### src/rtl/mxint8_op_sched_pkg.sv
`default_nettype none
// ============================================================================
// Module      : mxint8_op_sched_pkg
// Description : Shared constants for the MXINT8 operation scheduler. Holds
//               the element width, block size, opcode width, the opcode
//               encodings and the requester count used by every file of
//               the block.
// Revision    : 1.0 - initial release
// ============================================================================
package mxint8_op_sched_pkg;

    localparam int MXINT8_ELEMENT_WIDTH = 8;
    localparam int BLOCK_SIZE           = 32;
    localparam int OPCODE_WIDTH         = 2;

    // Flattened width of one block of elements
    localparam int BLOCK_WIDTH = BLOCK_SIZE * MXINT8_ELEMENT_WIDTH;

    // Number of requesters sharing the datapath
    localparam int NUM_REQ = 2;

    // Opcode encodings
    localparam logic [OPCODE_WIDTH-1:0] OP_PASS = 2'b00;
    localparam logic [OPCODE_WIDTH-1:0] OP_NEG  = 2'b01;
    localparam logic [OPCODE_WIDTH-1:0] OP_ABS  = 2'b10;
    localparam logic [OPCODE_WIDTH-1:0] OP_RSVD = 2'b11;

endpackage
`default_nettype wire

### src/rtl/mxint8_negate.sv
`default_nettype none
// ============================================================================
// Module      : mxint8_negate
// Description : Element-wise two's-complement negation of one MXINT8 block.
//               Results wrap modulo 256, so 0x80 maps to itself.
// Ports       : i_block - BLOCK_SIZE packed 8-bit elements
//               o_block - negated elements, same packing
// Revision    : 1.0 - initial release
// ============================================================================
module mxint8_negate
    import mxint8_op_sched_pkg::*;
(
    input  logic [BLOCK_WIDTH-1:0] i_block,
    output logic [BLOCK_WIDTH-1:0] o_block
);

    for (genvar i = 0; i < BLOCK_SIZE; i++) begin : g_elem
        assign o_block[i*MXINT8_ELEMENT_WIDTH +: MXINT8_ELEMENT_WIDTH] =
            ~i_block[i*MXINT8_ELEMENT_WIDTH +: MXINT8_ELEMENT_WIDTH] + 8'd1;
    end

endmodule
`default_nettype wire

### src/rtl/mxint8_op_sched.sv
`default_nettype none
// ============================================================================
// Module      : mxint8_op_sched
// Description : Two-requester scheduler for MXINT8 block operations
//               (PASS / NEG / ABS). A round-robin arbiter grants one
//               requester into a single registered output slot; the
//               result appears one cycle after accept and the slot can
//               drain and refill in the same cycle.
// Ports       : i_clk, i_rst_n      - clock, async active-low reset
//               i_req_valid/o_req_ready - per-requester handshake
//               i_req_opcode/scale/elements - per-requester payload
//               o_res_valid/i_res_ready - result handshake
//               o_res_tag/scale/elements/err - registered result
// Revision    : 1.0 - initial release
// ============================================================================
module mxint8_op_sched
    import mxint8_op_sched_pkg::*;
(
    input  logic                                    i_clk,
    input  logic                                    i_rst_n,
    input  logic [NUM_REQ-1:0]                      i_req_valid,
    output logic [NUM_REQ-1:0]                      o_req_ready,
    input  logic [NUM_REQ*OPCODE_WIDTH-1:0]         i_req_opcode,
    input  logic [NUM_REQ*MXINT8_ELEMENT_WIDTH-1:0] i_req_scale,
    input  logic [NUM_REQ*BLOCK_WIDTH-1:0]          i_req_elements,
    output logic                                    o_res_valid,
    input  logic                                    i_res_ready,
    output logic                                    o_res_tag,
    output logic [MXINT8_ELEMENT_WIDTH-1:0]         o_res_scale,
    output logic [BLOCK_WIDTH-1:0]                  o_res_elements,
    output logic                                    o_res_err
);

    localparam int W = MXINT8_ELEMENT_WIDTH;

    // Output-slot state encoding
    localparam logic [0:0] ST_EMPTY = 1'b0;
    localparam logic [0:0] ST_FULL  = 1'b1;

    logic [0:0]              r_state;
    logic [0:0]              w_state_nxt;
    logic                    r_ptr;
    logic                    r_res_tag;
    logic [W-1:0]            r_res_scale;
    logic [BLOCK_WIDTH-1:0]  r_res_elements;
    logic                    r_res_err;

    logic                    w_drain;
    logic                    w_slot_free;
    logic [NUM_REQ-1:0]      w_req_ready;
    logic                    w_accept;
    logic                    w_grant_idx;
    logic [OPCODE_WIDTH-1:0] w_grant_opcode;
    logic [W-1:0]            w_grant_scale;
    logic [BLOCK_WIDTH-1:0]  w_grant_elements;
    logic [BLOCK_WIDTH-1:0]  w_neg_elements;
    logic [BLOCK_WIDTH-1:0]  w_res_elements;

    assign w_drain     = (r_state == ST_FULL) && i_res_ready;
    assign w_slot_free = (r_state == ST_EMPTY) || w_drain;

    // Arbiter: a lone request wins outright; on contention the pointer
    // decides. Reset is folded in so no grant can leak while held in reset.
    always_comb begin
        w_req_ready = '0;
        if (i_rst_n && w_slot_free) begin
            case (i_req_valid)
                2'b01:   w_req_ready = 2'b01;
                2'b10:   w_req_ready = 2'b10;
                2'b11:   w_req_ready = r_ptr ? 2'b10 : 2'b01;
                default: w_req_ready = 2'b00;
            endcase
        end
    end

    assign o_req_ready = w_req_ready;
    assign w_accept    = |w_req_ready;
    assign w_grant_idx = w_req_ready[1];

    // Payload mux: only the granted block reaches the shared datapath
    assign w_grant_opcode   = w_grant_idx ? i_req_opcode[2*OPCODE_WIDTH-1:OPCODE_WIDTH]
                                          : i_req_opcode[OPCODE_WIDTH-1:0];
    assign w_grant_scale    = w_grant_idx ? i_req_scale[2*W-1:W] : i_req_scale[W-1:0];
    assign w_grant_elements = w_grant_idx ? i_req_elements[2*BLOCK_WIDTH-1:BLOCK_WIDTH]
                                          : i_req_elements[BLOCK_WIDTH-1:0];

    mxint8_negate u_negate (
        .i_block (w_grant_elements),
        .o_block (w_neg_elements)
    );

    // ABS picks the negated value only for negative elements; the reserved
    // opcode falls through to PASS.
    for (genvar i = 0; i < BLOCK_SIZE; i++) begin : g_op
        assign w_res_elements[i*W +: W] =
            ((w_grant_opcode == OP_NEG) ||
             ((w_grant_opcode == OP_ABS) && w_grant_elements[i*W + W - 1]))
                ? w_neg_elements[i*W +: W]
                : w_grant_elements[i*W +: W];
    end

    always_comb begin
        w_state_nxt = r_state;
        case (r_state)
            ST_EMPTY: if (w_accept) w_state_nxt = ST_FULL;
            ST_FULL:  if (w_drain && !w_accept) w_state_nxt = ST_EMPTY;
            default:  w_state_nxt = ST_EMPTY;
        endcase
    end

    always_ff @(posedge i_clk or negedge i_rst_n) begin
        if (!i_rst_n) begin
            r_state        <= ST_EMPTY;
            r_ptr          <= 1'b0;
            r_res_tag      <= 1'b0;
            r_res_scale    <= '0;
            r_res_elements <= '0;
            r_res_err      <= 1'b0;
        end else begin
            r_state <= w_state_nxt;
            if (w_accept) begin
                r_ptr          <= ~w_grant_idx;
                r_res_tag      <= w_grant_idx;
                r_res_scale    <= w_grant_scale;
                r_res_elements <= w_res_elements;
                r_res_err      <= (w_grant_opcode == OP_RSVD);
            end
        end
    end

    assign o_res_valid    = (r_state == ST_FULL);
    assign o_res_tag      = r_res_tag;
    assign o_res_scale    = r_res_scale;
    assign o_res_elements = r_res_elements;
    assign o_res_err      = r_res_err;

endmodule
`default_nettype wire

### config.mk
export PLATFORM = sky130hd
export DESIGN_NAME = mxint8_op_sched
export DESIGN_NICKNAME = d
export VERILOG_FILES = /design/src/rtl/mxint8_op_sched_pkg.sv /design/src/rtl/mxint8_negate.sv /design/src/rtl/mxint8_op_sched.sv
export SDC_FILE = /design/constraint.sdc
export NUM_CORES = 1
export LEC_CHECK = 0
export CORE_AREA = 3 3 313 315
export DETAILED_ROUTE_END_ITERATION = 6
export DIE_AREA = 0 0 316 318
export SLEW_MARGIN = 10
export SYNTH_ARGS = -nofsm -noshare
export SYNTH_HDL_FRONTEND = slang
export SYNTH_SLANG_ARGS = --single-unit
### constraint.sdc
create_clock -name i_clk -period 7.3 [get_ports i_clk]
set_input_delay 1.46 -clock i_clk [delete_from_list [all_inputs] [get_ports i_clk]]
set_output_delay 1.46 -clock i_clk [all_outputs]
set_load 0.1 [all_outputs]
Word-level counts from Yosys, hierarchy flattened
Index checks and enable logic that the tools add are counted.

operators by class
  shifts and indexed selects = 0
  div/mod/pow operators = 0
  eq/ne operators = 6
  multiplexer cells = 41
  multipliers = 0
  order comparisons = 0
  reduce and logical (&&, ||, !) cells = 70
  add/sub/neg operators = 32
  bitwise gates (word level) = 34

operator list
  kind                                           number
  two-way mux 8 bit                              33
  adder 8 x 1 -> 8 bit, second input constant    32
  two-way mux 256 bit                            1
  NOT 8 bit                                      32
  logical AND 1 bit                              35
  logical OR 1 bit                               33
  == test 2 bit, second input constant           4
  two-way mux 2 bit                              3
  one-hot mux 2 bit (3 select lines)             1
  == test 2 x 1 -> 1 bit, second input constant  2
  two-way mux 1 bit                              2
  NOT 1 bit                                      2
  one-hot mux 1 bit (2 select lines)             1
  OR reduction 2 bit                             1
  zero test 1 bit                                1

storage, ports and cells
  bits in writable memories = 0
  bits in latches = 0
  flip-flop bits (word level) = 268
  logic and storage cells = 189
  memory bits (read-only) = 0
  memories kept = 0
  bits of input ports = 537
  output and inout bits = 269

Logic depth before layout (Yosys ltp)
  depth after elaboration = 9
  gate-level depth with buffers = 14
  mapped depth without buffers = 10

Modules after synthesis
Synthesis repeated with hierarchy kept, for this count alone.

second synthesis, totals
  cell total of the unflattened synthesis = 2492
  area total of the unflattened synthesis = 21251.6 µm²

modules (own cells, without submodules)
  module           area an instance (µm²)  cells an instance  times used
  mxint8_op_sched  17075.1                 1934               1
  mxint8_negate    4176.5                  558                1

Worst setup path before layout
No wires, ideal clock.

  path type = input to output
  start = input i_res_ready
  end = output o_req_ready[0]
  path slack = 2.555 ns
  data required time = 5.840 ns
  arrival = 3.285 ns
  stages on the path = 6
  buffers on the path = 2
  path through = nand2b_2 nand4_2 buf_4 nand2_1 inv_1 clkbuf_1

on the way
  cells in the longest elaborated chain, start to end = 4

RTL lines
  element            RTL line               text
  start, declared    mxint8_op_sched.sv:27  input logic i_res_ready,
  logical AND 1 bit  mxint8_op_sched.sv:59  assign w_drain = (r_state == ST_FULL) && i_res_ready;
  logical OR 1 bit   mxint8_op_sched.sv:60  assign w_slot_free = (r_state == ST_EMPTY) || w_drain;
  logical AND 1 bit  mxint8_op_sched.sv:66  if (i_rst_n && w_slot_free) begin
  two-way mux 2 bit  mxint8_op_sched.sv:66
  end, declared      mxint8_op_sched.sv:22  output logic [NUM_REQ-1:0] o_req_ready,

No other way between the ends.

Final worst setup path
Same ends and word-level chain as after synthesis.

==> metrics.md <==
| Metric | Value |
|---|---|
| Filler-free cell count of the finished design | `4589` |
| GRT Total Usage | `roughly a fifth` |
| Post-DRT Antenna Nets | `0` |
| Min-delay src | `o_res_elements[247]` |
| Row count | `approximately 110` |
| Syn avg cell area | `approximately 8.5 um^2` |
| Pre-antenna DRT Iters | `7` |
| Final WS setup | `around 2.5 ns` |
| Most common cell in the netlist | `nor2_1` |
| Number of distinct library cells after synthesis | `just under 70` |
| Multi-input logic area | `roughly 14000 um^2` |
| PD cells | `roughly 290 nW/um^2` |
| FFs w/ async S/R, synth | `between 90% and 100%` |
| Synth top area share | `slightly above 30%` |
| GRT overflow | `0` |
| Net count, final | `approximately 3900` |
| Worst slack, placed | `2.21 ns` |
| Total Wirelength | `approximately 110 mm` |
| Slew @ Worst Pin | `around 1.2 ns` |
| Clk sinks | `~270` |
| DRC viols | `0` |
| Predominant post-synthesis flop cell | `dfrtp_1` |
| Met2 usage | `between 30% and 40%` |
| Core ar. | `around 95000 um^2` |
| Crit. End Element | `primary output` |
| GR Util met1 | `a little over a quarter` |
| Flop-to-flop setup slack | `3.68 ns` |
| Required time of the critical path | `5.84 ns` |
| Internal | `0.00438 W` |
| Storage element area | `6710 um^2` |
| Worst clock skew on the final layout | `roughly 0.016 ns` |
| Comb power frac | `~56%` |
| Die width | `around 320 um` |
| P_sw | `approximately 0.0049 W` |
| First-pass GRT wire length | `roughly 160 mm` |
| Fmax achieved | `about 210 MHz` |
| Drt first-iter violations | `2038` |
| Worst VDD drop | `about 0.25 mV` |
| Worst relative slew slack | `between 20% and 30%` |
| Fin crit share | `about two thirds` |
| Post-synth EDFFs | `0` |
| Vias | `between 20000 and 25000` |
| Pin count of the biggest net entering global routing | `between 100 and 150` |
| Clk buf depth | `3` |
| Hold slack | `roughly 0.48 ns` |
| Mapped Nets | `approximately 3100` |
| Final hold violations | `0` |
| Setup TNS | `0 ns` |
| Startpoint types | `primary input` |
| Sequential fraction of the synthesis area | `30.8%` |
| Htree depth | `2` |
| IO Pins | `806` |
| DP Wirelength | `85.4 mm` |
| Leak | `between 10 and 15 nW` |
| Syn Inst Count | `approximately 2600` |
| Root Buffer | `clkbuf_16` |
| Syn. warnings | `0` |
| DR vias/cell | `around 5.3` |
| Placed insts | `approximately 4500` |
| Starting Density | `a little under a quarter` |
| Worst Path Class, Setup | `in -> out` |
| Antenna violations before repair | `23` |
| Gp weighted congestion | `0.934` |
| Clk pwr share | `21.0%` |
| Top cells by count, synth | `nor2_1 (317), dfrtp_1 (268), nand2_1 (227), mux2i_1 (223), nor3_1 (128)` |
| Share of cells above drive strength 1 | `under 10%` |
| CTS clk-pin slew, worst paths | `0.06 ns` |
| Number of synthesized register bits | `roughly 270` |
| CTS tree | `built` |
| # setup viols final | `0` |
| Run status | `finished, final reports clean` |
| Synthesis-to-finish area growth | `48.0%` |
| Routed length per instance | `roughly 25 um` |
| Post-layout minimum cycle time | `about 4.8 ns` |
| Worst r2r dst | `o_res_elements[158]` |
| Post-CTS setup buffers | `0` |
| Clk Latency, worst-skew pair | `approximately 0.54 ns` |
| Leading area contributor after synthesis | `dfrtp_1` |
| Resize count post-CTS | `0` |
| Global route hottest layer | `met2` |
| RSZ-0062 raised after global routing | `false` |
| Sequential share of power | `22.6%` |
| Max Cap Viol | `0` |
| IO buf count | `805` |
| Pins Over Slew Limit | `0` |
| Die area | `approximately 100000 um^2` |
| Num CTS Buffers | `37` |
| Dominant cells by area after synthesis | `dfrtp_1 (31%), mux2i_1 (10%), nor2_1 (5.5%)` |
| R2R cell count | `9` |
| Sw frac | `between 50% and 60%` |
| Die Y | `roughly 320 um` |
| CP max FO | `43` |
| Synth Cell Area | `21800 um^2` |
| Finished Core Util | `~34%` |
| Hold Crit Class | `reg -> reg` |
| Hold Path Depth | `2` |
| Worst r2r src | `o_res_valid` |
| Fill cells | `9907` |
| Hold Buf Count CTS | `0` |
| Met3 usage | `between 5 and 6%` |
| Vias in the first global route | `about 24000` |
| WP data arrival | `approximately 3.4 ns` |
| WHS Endpoint | `o_res_elements[247]` |
## power groups by stage
stage | combinational (W) | clock (W) | sequential [W]
after floorplan | 0.00104 | 0 | 0.00459
after global placement | 0.00522 | 0 | 0.00210
after detailed placement | 0.00521 | 0 | 0.00211
after CTS | 0.00523 | 0.00200 | 0.00209
after global routing | 0.00541 | 0.00205 | 0.00213
final | 0.00521 | 0.00194 | 0.00209
## layer usage
metal | vias to the layer above | routed length [um]
met1 | 11800 | 45800
met3 | 182 | 9740
met5 | - | 86
li1 | 11100 | -
met2 | 1183 | 54000
met4 | 12 | 3530
## placed cells by master (no fill, tap or decap), types with 19 or more instances in the layout
master,instances
buf_4,46
nand3b_1,57
xor2_1,39
o221ai_1,35
inv_1,50
a31oi_1,72
mux2_2,81
a211oi_1,31
nor3_1,128
xnor2_1,116
o211ai_1,22
a22oi_1,45
o311a_1,34
or2_2,19
or4_1,88
dfrtp_1,268
mux2i_1,222
ha_1,32
nand2_1,226
a21oi_1,114
clkbuf_16,37
clkdlybuf4s50_1,786
o22ai_1,53
nand3_1,21
o21ai_0,84
nor4_1,46
nor2_1,317
o32ai_1,19
## worst max-delay path, cell delays in order
cell and delay [ns]:
clkdlybuf4s50_1 0.48, nand2b_2 0.20, o211a_4 0.62, nand2_4 0.13, inv_2 0.14, buf_4 0.31
## cells by family (layout without fill, tap and decap cells)
| kind of cell | count (synthesis) | in the layout | share of synthesized area, % |
|---|---|---|---|
| AOI/OAI and AO/OA | 621 | 621 | 19.8 |
| xor gates and xnor gates | 155 | 155 | 6.23 |
| adders and majority gates | 32 | 32 | 1.84 |
| buffers and inverters | 212 | 960 | 4.80 |
| DFF | 268 | 268 | 30.8 |
| muxes | 307 | 307 | 14.6 |
| other | 0 | 14 | 0 |
| and+or+nand+nor | 967 | 967 | 21.9 |
## cell type report
class                   count  share of cell area [%]
well taps                1265                    4.91
repair buffers            843                    26.0
clock inverters            14                   0.606
flip-flops and latches    268                    20.8
diodes                     14                   0.109
multi-input cells        2082                    43.7
clock buffers              51                    3.25
inverters                  52                   0.629
## worst max path at each step
stage	from	cells after the start	slack, ns	to
after global routing	i_res_ready	6	2.44	o_req_ready[0]
final	i_res_ready	6	2.49	o_req_ready[0]
after global placement	i_res_ready	10	2.23	o_res_elements[158]
after CTS	i_res_ready	6	2.48	o_req_ready[0]
after floorplan	i_res_ready	6	2.56	o_req_ready[0]
after detailed placement	i_res_ready	10	2.21	o_res_elements[174]
## registers in the layout, indices dropped and copies added (netlist names)
signal and count:
o_res_elements 256, o_res_err 1, o_res_scale 8, o_res_tag 1
o_res_valid 1, r_ptr 1
## stage by stage
step | total power, W | cell area, um^2
2_1_floorplan | 0.00563 | 21800
3_3_place_gp | 0.00732 | 31000
3_5_place_dp | 0.00732 | 31000
4_1_cts | 0.00932 | 32200
5_1_grt | 0.00959 | 32200
6_report | 0.00924 | 32200
No activity file was read; power rests on OpenSTA's default activity.
